`src/rtl/branch_predictor_btb_pkg.sv`:
```
// Shared constants, update-kind encoding and PC field extraction for the
// branch target buffer and its counters.
package branch_predictor_btb_pkg;

   localparam int MAX_CTR_BITS = 4;

   typedef enum logic [1:0] {
      UPD_NONE,
      UPD_HIT_INC,
      UPD_HIT_DEC,
      UPD_ALLOC
   } upd_kind_e;

   // Weakly not-taken is 01..1, weakly taken is 10..0.
   function automatic logic [MAX_CTR_BITS-1:0] ctr_weak_nt(input int bits);
      return MAX_CTR_BITS'((1 << (bits - 1)) - 1);
   endfunction

   function automatic logic [MAX_CTR_BITS-1:0] ctr_weak_t(input int bits);
      return MAX_CTR_BITS'(1 << (bits - 1));
   endfunction

   function automatic int entry_width(input int xlen, input int tag_bits, input int ctr_bits);
      return 1 + tag_bits + xlen + ctr_bits;
   endfunction

   function automatic logic [63:0] pc_index(input logic [63:0] pc, input int idx_bits);
      return (pc >> 2) & ((64'd1 << idx_bits) - 64'd1);
   endfunction

   function automatic logic [63:0] pc_tag(input logic [63:0] pc, input int idx_bits,
                                          input int tag_bits);
      return (pc >> (idx_bits + 2)) & ((64'd1 << tag_bits) - 64'd1);
   endfunction

endpackage

```
`src/rtl/branch_predictor_btb_sat_counter.sv`:
```
// Saturating up/down counter with synchronous clear and load; used for the
// per-entry direction history and for the performance counters.
module sat_counter #(
   parameter int            W       = 2,
   parameter logic [W-1:0]  RST_VAL = '0
) (
   input  logic          clk,
   input  logic          reset,
   input  logic          clear_i,
   input  logic          inc_i,
   input  logic          dec_i,
   input  logic          load_i,
   input  logic [W-1:0]  load_val_i,
   output logic [W-1:0]  cnt_o
);

   logic [W-1:0] cnt_q, cnt_d;

   always_comb begin
      cnt_d = cnt_q;
      if (clear_i)
         cnt_d = RST_VAL;
      else if (load_i)
         cnt_d = load_val_i;
      else if (inc_i && (cnt_q != '1))
         cnt_d = cnt_q + W'(1);
      else if (dec_i && (cnt_q != '0))
         cnt_d = cnt_q - W'(1);
   end

   always_ff @(posedge clk) begin
      if (reset)
         cnt_q <= RST_VAL;
      else
         cnt_q <= cnt_d;
   end

   assign cnt_o = cnt_q;

endmodule

```
`src/rtl/branch_predictor_btb.sv`:
```
// Direct-mapped branch target buffer with per-entry saturating direction
// counters; zero-latency lookup, read-before-write training, single-cycle flush.
module branch_predictor_btb
   import branch_predictor_btb_pkg::*;
#(
   parameter int XLEN     = 64,
   parameter int ENTRIES  = 16,
   parameter int CTR_BITS = 2,
   parameter int TAG_BITS = 8,
   parameter int PERF_W   = 32
) (
   input  logic              clk,
   input  logic              reset,
   input  logic [XLEN-1:0]   fetch_pc,
   output logic              pred_taken,
   output logic [XLEN-1:0]   pred_target,
   input  logic              upd_valid,
   input  logic [XLEN-1:0]   upd_pc,
   input  logic              upd_taken,
   input  logic [XLEN-1:0]   upd_target,
   input  logic              upd_mispredict,
   input  logic              flush_all,
   output logic [PERF_W-1:0] perf_branches,
   output logic [PERF_W-1:0] perf_mispred
);

   localparam int IDX_BITS = $clog2(ENTRIES);
   localparam int ENTRY_W  = entry_width(XLEN, TAG_BITS, CTR_BITS);
   localparam logic [CTR_BITS-1:0] WEAK_NT = CTR_BITS'(ctr_weak_nt(CTR_BITS));
   localparam logic [CTR_BITS-1:0] WEAK_T  = CTR_BITS'(ctr_weak_t(CTR_BITS));

   logic [ENTRIES-1:0]  valid_q, valid_d;
   logic [TAG_BITS-1:0] tag_q    [ENTRIES];
   logic [TAG_BITS-1:0] tag_d    [ENTRIES];
   logic [XLEN-1:0]     target_q [ENTRIES];
   logic [XLEN-1:0]     target_d [ENTRIES];
   logic [CTR_BITS-1:0] ctr_q    [ENTRIES];

   logic [IDX_BITS-1:0] f_idx, u_idx;
   logic [TAG_BITS-1:0] f_tag, u_tag;
   logic [CTR_BITS-1:0] f_ctr;
   logic                f_hit, u_hit;
   upd_kind_e           upd_kind;

   assign f_idx = IDX_BITS'(pc_index(64'(fetch_pc), IDX_BITS));
   assign f_tag = TAG_BITS'(pc_tag(64'(fetch_pc), IDX_BITS, TAG_BITS));
   assign u_idx = IDX_BITS'(pc_index(64'(upd_pc), IDX_BITS));
   assign u_tag = TAG_BITS'(pc_tag(64'(upd_pc), IDX_BITS, TAG_BITS));

   // Lookup reads the registered table, so a same-cycle update is not visible yet.
   assign f_ctr       = ctr_q[f_idx];
   assign f_hit       = valid_q[f_idx] && (tag_q[f_idx] == f_tag);
   assign pred_taken  = !reset && f_hit && (f_ctr >= WEAK_T);
   assign pred_target = pred_taken ? target_q[f_idx] : '0;

   assign u_hit = valid_q[u_idx] && (tag_q[u_idx] == u_tag);

   always_comb begin
      upd_kind = UPD_NONE;
      if (upd_valid && !flush_all && !reset) begin
         if (u_hit)
            upd_kind = upd_taken ? UPD_HIT_INC : UPD_HIT_DEC;
         else if (upd_taken)
            upd_kind = UPD_ALLOC;
      end
   end

   always_comb begin
      valid_d  = valid_q;
      tag_d    = tag_q;
      target_d = target_q;
      if (flush_all) begin
         valid_d = '0;
      end else begin
         case (upd_kind)
            UPD_HIT_INC: target_d[u_idx] = upd_target;
            UPD_ALLOC: begin
               valid_d[u_idx]  = 1'b1;
               tag_d[u_idx]    = u_tag;
               target_d[u_idx] = upd_target;
            end
            default: ;
         endcase
      end
   end

   always_ff @(posedge clk) begin
      if (reset) begin
         valid_q  <= '0;
         tag_q    <= '{default: '0};
         target_q <= '{default: '0};
      end else begin
         valid_q  <= valid_d;
         tag_q    <= tag_d;
         target_q <= target_d;
      end
   end

   for (genvar g = 0; g < ENTRIES; g++) begin : g_ctr
      logic sel;
      assign sel = (u_idx == IDX_BITS'(g));
      sat_counter #(.W(CTR_BITS), .RST_VAL(WEAK_NT)) u_ctr (
         .clk        (clk),
         .reset      (reset),
         .clear_i    (flush_all),
         .inc_i      (sel && (upd_kind == UPD_HIT_INC)),
         .dec_i      (sel && (upd_kind == UPD_HIT_DEC)),
         .load_i     (sel && (upd_kind == UPD_ALLOC)),
         .load_val_i (WEAK_T),
         .cnt_o      (ctr_q[g])
      );
   end

   sat_counter #(.W(PERF_W), .RST_VAL('0)) u_perf_br (
      .clk        (clk),
      .reset      (reset),
      .clear_i    (1'b0),
      .inc_i      (upd_valid),
      .dec_i      (1'b0),
      .load_i     (1'b0),
      .load_val_i ('0),
      .cnt_o      (perf_branches)
   );

   sat_counter #(.W(PERF_W), .RST_VAL('0)) u_perf_mp (
      .clk        (clk),
      .reset      (reset),
      .clear_i    (1'b0),
      .inc_i      (upd_valid && upd_mispredict),
      .dec_i      (1'b0),
      .load_i     (1'b0),
      .load_val_i ('0),
      .cnt_o      (perf_mispred)
   );

   if (ENTRY_W <= 0) begin : g_bad_width
      $error("branch_predictor_btb: entry width must be positive");
   end

endmodule
```
`config.mk`:
```
export PLATFORM = sky130hd
export DESIGN_NAME = branch_predictor_btb
export DESIGN_NICKNAME = d
export VERILOG_FILES = /design/src/rtl/branch_predictor_btb_pkg.sv /design/src/rtl/branch_predictor_btb_sat_counter.sv /design/src/rtl/branch_predictor_btb.sv
export SDC_FILE = /design/constraint.sdc
export NUM_CORES = 2
export LEC_CHECK = 0
export BUFFER_PORTS_ARGS = -buffer_cell sky130_fd_sc_hd__buf_2
export CORE_MARGIN = 5
export CORE_UTILIZATION = 55
export DETAILED_ROUTE_END_ITERATION = 16
export PLACE_DENSITY = 0.73
export REMOVE_ABC_BUFFERS = 1
export SKIP_LAST_GASP = 1
export SYNTH_ARGS = -nofsm -noshare
export SYNTH_HDL_FRONTEND = slang
export SYNTH_SLANG_ARGS = --single-unit
```
`constraint.sdc`:
```
create_clock -name clk -period 3.19 [get_ports clk]
set_input_delay 0.319 -clock clk [delete_from_list [all_inputs] [get_ports clk]]
set_output_delay 0.319 -clock clk [all_outputs]
set_load 0.02 [all_outputs]
```
Word-level counts from Yosys, hierarchy flattened
Cells that the tools add are included.
W data, S select, Z words.
{"block": "totals", "word_cells": 341, "out_inout_bits": 129, "reg_bits": 1264, "input_bits": 198}
{"block": "classes", "muxes": 77, "eq_ne": 38, "bitwise_logic": 4, "n_reduce_logical": 130, "n_lt_le_gt_ge": 7, "n_addsub": 34}
{"operator": "$bwmux W1024", "n": 1}
{"operator": "$bmux W64 S4", "n": 1}
{"operator": "$demux W64 S4", "n": 1}
{"operator": "$mux W64", "n": 4}
{"operator": "$bwmux W128", "n": 1}
{"operator": "$mux W2", "n": 54}
{"operator": "$logic_and A1 B1 Y1", "n": 91}
{"operator": "$add A32 B1 Y32 const B", "n": 2}
{"operator": "$bmux W8 S4", "n": 2}
{"operator": "$ne A32 B32 Y1 const B", "n": 2}
{"operator": "$reduce_bool A3 Y1", "n": 16}
{"operator": "$mux W8", "n": 5}
{"operator": "$add A2 B1 Y2 const B", "n": 16}
{"operator": "$demux W8 S4", "n": 1}
{"operator": "$eq A4 B4 Y1 const B", "n": 8}
{"operator": "$ne A2 B2 Y1 const B", "n": 16}
{"operator": "$reduce_bool A2 Y1", "n": 16}
{"operator": "$sub A2 B1 Y2 const B", "n": 16}
{"operator": "$eq A4 B3 Y1 const B", "n": 4}
{"operator": "$eq A8 B8 Y1", "n": 2}
{"operator": "$or A16 B16 Y16", "n": 1}
{"operator": "$ge A5 B5 Y1 const B", "n": 2}
{"operator": "$lt A4 B5 Y1 const B", "n": 2}
{"operator": "$not A4 Y5", "n": 2}
{"operator": "16 further kinds", "n": 24}

Longest topological paths before layout
{"block": "depth", "word_depth": 14, "depth_mapped": 14, "mapped_depth_nobuf": 9}

By module
Synthesis repeated with hierarchy kept, for this count alone.
{"block": "hier_totals", "cells_unflattened": 7462, "area_unflattened_um2": 62204.7}
{"module": "branch_predictor_btb", "seq_area_each_um2": 23382.4, "cells_per_inst": 6446, "area_per_inst_um2": 54244.5, "n_inst": 1}
{"module": "sat_counter at u_perf_br ...", "seq_area_each_um2": 640.6, "cells_per_inst": 412, "area_per_inst_um2": 3099.2, "n_inst": 2}
{"module": "sat_counter at g_ctr[0].u_ctr ...", "seq_area_each_um2": 40.0, "cells_per_inst": 12, "area_per_inst_um2": 110.1, "n_inst": 16}

Worst setup path before layout
OpenSTA, ideal clock, no wires.
{"block": "synth_timing", "path_kind": "input port to output port", "start": "in fetch_pc[3]", "end": "out pred_target[10]", "path_buffers": 4, "t_arrival_ns": 2.829, "setup_slack_ns": 0.042, "path_stages": 10, "t_required_ns": 2.871, "cell_sequence": "buf_2 > clkbuf_1 > mux4_2 > mux4_2 > xor2_1 > nor4_1 > nand3_1 > buf_2 > clkbuf_1 > nor2b_1"}
{"block": "synth_between", "elab_chain_cells": 9, "word_cells_on_any_way": 18, "cone_classes": "order compare (1); eq/ne (1); mux (12); bitwise (1); reduce/logical (3)"}
{"item": "start: declaration", "line_no": "branch_predictor_btb.sv:14", "text": "input logic [XLEN-1:0] fetch_pc,"}
{"item": "$not A4 Y5 (implied by the code)", "line_no": "branch_predictor_btb.sv:51, branch_predictor_btb.sv:52, branch_predictor_btb.sv:54"}
{"item": "$bmux W8 S4", "line_no": "branch_predictor_btb.sv:52", "text": "assign f_hit = valid_q[f_idx] && (tag_q[f_idx] == f_tag);"}
{"item": "$mux W8 (implied by the code) (2 in a row)", "line_no": "branch_predictor_btb.sv:52"}
{"item": "$eq A8 B8 Y1", "line_no": "branch_predictor_btb.sv:52"}
{"item": "$logic_and A1 B1 Y1", "line_no": "branch_predictor_btb.sv:52"}
{"item": "$logic_and A1 B1 Y1 (2 in a row)", "line_no": "branch_predictor_btb.sv:53", "text": "assign pred_taken = !reset && f_hit && (f_ctr >= WEAK_T);"}
{"item": "$mux W64 *", "line_no": "branch_predictor_btb.sv:54", "text": "assign pred_target = pred_taken ? target_q[f_idx] : '0;"}
{"item": "end: declaration", "line_no": "branch_predictor_btb.sv:16", "text": "output logic [XLEN-1:0] pred_target,"}
Every way passes the cells marked *; elsewhere a longest branch is shown, timed or not. The select of a mux whose other input is x is not followed.

Final worst setup path
{"block": "layout_timing", "start": "reg tag_q[84] in the netlist's numbering", "end": "out pred_target[19]"}
{"block": "layout_between", "elab_chain_cells": 8}
{"item": "start: declaration", "line_no": "branch_predictor_btb.sv:33", "text": "logic [TAG_BITS-1:0] tag_q [ENTRIES];"}
{"item": "start signal: assignment", "line_no": "branch_predictor_btb.sv:94", "text": "tag_q <= tag_d;"}
{"item": "$bmux W8 S4", "line_no": "branch_predictor_btb.sv:52"}
{"item": "$mux W8 (implied by the code) (2 in a row)", "line_no": "branch_predictor_btb.sv:52"}
{"item": "$eq A8 B8 Y1", "line_no": "branch_predictor_btb.sv:52"}
{"item": "$logic_and A1 B1 Y1", "line_no": "branch_predictor_btb.sv:52"}
{"item": "$logic_and A1 B1 Y1 (2 in a row)", "line_no": "branch_predictor_btb.sv:53"}
{"item": "$mux W64", "line_no": "branch_predictor_btb.sv:54"}
Every way passes these cells. The select of a mux whose other input is x is not followed.

==> flow_summary.yaml <==
floorplanning:
  start_util: 0.555
  dieArea_sq_mm: 0.108
  rows: 116
  dieWidth_um: 328
  die_h_um: 328
  io_pins: 327
  coreArea_sq_mm: 0.100
timing:
  setup_viol: 65
  period_needed_ns: 3.85
  post-route-worst-setup-slack_ns: -0.663
  period_share: 1.21
  max_freq_mhz: 260
  slew_headroom: 0.252
  drv_slew: 0
  finalHoldViolCount: 0
  tns_ns: -38.09
  finClkSkew_ns: 0.0249
  rsz0062_at_grt: "true"
  tightestPinTransition_ns: 1.12
worst_setup_path:
  crit_path_cell_trace: "mux4_2 > mux4_2 > xor2_2 > nor4_4 > buf_4 > nand3_4 > buf_12 > nor2b_1 > buf_4"
  r2r_setup_slack_ns: 0.41
  cp_slowest_cell: "mux4_2"
  cp-end-kind: "output port"
  crit_type: "flop to output port"
  critical_path.max_stage_delay_ns: 0.49
  cp_max_fo: 36
  cp-start-kind: "flop"
  arrival_ns: 3.53
  required_ns: 2.87
detailed_routing:
  vias_per_cell: 6.28
  met3_wirelength_um: 22500
  wl_per_cell_um: 23.7
  wl_met2_um: 86200
  dr.pass1.iters: 6
  drtIter0Drc: 7476
  via_count: 49669
  drt-total-wl_um: 187000
  dr.max_layer_used: "met5"
  drt-met1-wl_um: 68800
  route.detailed.drc: 0
  ant_nets: 0
clock_tree:
  htreeDepth: 4
  cts-root-buf: "clkbuf_16"
  cts_buffers: 133
  path_clk_slew_ns: 0.06
  cts_tree: "done"
  clkLatencyLatePin_ns: 0.76
  cts_buffer_depth: 3
  cts_sinks: 1264
global_route:
  gr-total-overflow: 0
  grt_pass1_vias: 47439
  grt_start_max_net_pins: 215
  grt_pass1_wl_um: 280000
  grt_use_total: 0.335
  antenna_found_initial: 10
placement:
  dp_slack_ns: -0.442
  gp_congestion: 0.846
  hpwl_um: 99100
  port_buffers: 222
  numPlacedInstances: 7569
power:
  irDropWorstVdd_mv: 0.399
  clock_power_share: 0.480
  p_sw_mw: 7.67
  p_seq_frac: 0.473
  powerDensity_mw_per_mm2: 522
  power.leakage_nw: 21.3
  p_sw_frac: 0.229
  total_power_mw: 33.5
  p_int_mw: 25.8
  comb_power_share: 0.046
layout:
  layout-drive-gt1-share: 0.169
  regArea_sq_mm: 0.0253
  fin_nets: 6633
  final_util: 0.639
  multiInputGateArea_sq_mm: 0.0281
  nFillCells: 8081
  fin_cells: 7906
  syn_to_final_growth_pct: 15.0
synth:
  synthMuxAreaShare: 0.165
  ys_top_cells_by_area: "dfxtp_1 45%, mux4_2 16%, nand2_1 15%, a21oi_1 11%, clkbuf_1 3.7%"
  seq_area_frac_synth: 0.454
  async_reset_ff_frac: 0
  synth_top_area_frac: 0.454
  yosys.area_share.simple: 0.187
  synthAdderAreaFrac: 0.000449
  synth_top_area_cell: "dfxtp_1"
  synth.distinct_cells: 50
  synth_top_family_by_area: "simple AND/OR/NAND/NOR gates"
  synth_ff_type: "dfxtp_1"
  synth_edf_count: 0
  avgSynthCellArea_sq_um: 8.54
  synth_compound_area_frac: 0.133
  yosys-top-cells-count: "2157 x nand2_1, 1264 x dfxtp_1, 1234 x a21oi_1"
  netlist_area_sq_mm: 0.0557
  syn-instance-count: 6522
  synth-seq-cells: 1264
  ys_warn_count: 0
  synth_xor_area_frac: 0.00959
  yosysMostFrequentCell: "nand2_1"
job:
  maxCapViolCount: 0
status:
  violations: "negative setup slack"
  status: "complete, but fails checks"
worst_hold_path:
  hold_class: "input port to flop"
## metal layers
| layer | track usage | up-vias |
|---|---|---|
| li1 | - | 21970 |
| met4 | 0.170 | 4 |
| met1 | 0.435 | 23834 |
| met5 | 0 | - |
| met2 | 0.529 | 3169 |
| met3 | 0.0765 | 692 |
## state kept, by name, summed over array words and instances, names as in the netlist
| register | count |
|---|---|
| target_q | 1024 |
| tag_q | 128 |
| g_ctr.u_ctr.cnt_o | 32 |
| u_perf_br.cnt_o | 32 |
| u_perf_mp.cnt_o | 32 |
| valid_q | 16 |
## final cells by class
type | instances | share of cell area
Clock buffer | 180 | 0.0590
Clock inverter | 58 | 0.0112
Tap cell | 1357 | 0.0265
Sequential cell | 1264 | 0.395
Antenna cell | 13 | 0.000508
Multi-Input combinational cell | 4551 | 0.438
Timing Repair Buffer | 468 | 0.0684
Inverter | 15 | 0.000879
## timing repair
| item | 4_1_cts | 5_1_grt |
|---|---|---|
| hold buffers | 74 | 0 |
| cloned | 2 | 0 |
| pin swaps | 2 | 1 |
| endpoints found under the hold margin | 1141 | 0 |
| resized for setup | 100 | 48 |
| setup endpoints to repair | 65 | 65 |
| setup buffers | 10 | 1 |
## worst max-delay path: cells and delay by family, from the launching register on
family | cells | cell delay, ns
buf+inv | 3 | 0.53
mux | 2 | 0.97
simple gates | 3 | 0.64
flops | 1 | 0.34
xor+xnor | 1 | 0.18
## cell families after synthesis
family / count (synthesis)
xor+xnor: 61
mux: 423
buf+inv: 707
compound gates: 1464
flops: 1264
fa+ha+maj: 2
simple gates: 2601
## final timing paths
path | end | startpoint | depth (start not counted)
setup reg to reg | tag_q[84] | tag_q[105] | 10
hold reg to reg | target_q[116] | target_q[116] | 2
hold / removal | g_ctr[6].u_ctr.cnt_o[1] | flush_all | 5
setup / recovery | pred_target[19] | tag_q[84] | 9
## cell usage in the layout (no fill, tap or decap), types with 82 or more instances in the layout
cell type and instances:
mux4_2 388, dfxtp_1 1254, nor2_1 82, clkbuf_16 138, o21ai_0 188, a21oi_1 1234, nand2_1 2141, buf_2 155
nand3_1 169, buf_4 142
## stage by stage
| stage | area, sq um | hold slack, ns |
|---|---|---|
| after global placement | 58200 | 0.438 |
| final | 64100 | 0.0921 |
| after global routing | 64000 | 0.118 |
| after CTS | 63900 | 0.0425 |
| after floorplan | 52900 | 0.388 |
| after detailed placement | 58200 | 0.444 |
## power by group through the flow
stage | logic (mW) | registers (mW) | clock network [mW]
2_1_floorplan | 0.364 | 16.2 | 0
3_3_place_gp | 1.43 | 16.2 | 0
3_5_place_dp | 1.43 | 16.2 | 0
4_1_cts | 1.51 | 15.8 | 16.2
5_1_grt | 1.62 | 15.8 | 16.9
6_report | 1.55 | 15.8 | 16.1
(Power assumes the default switching activity.)
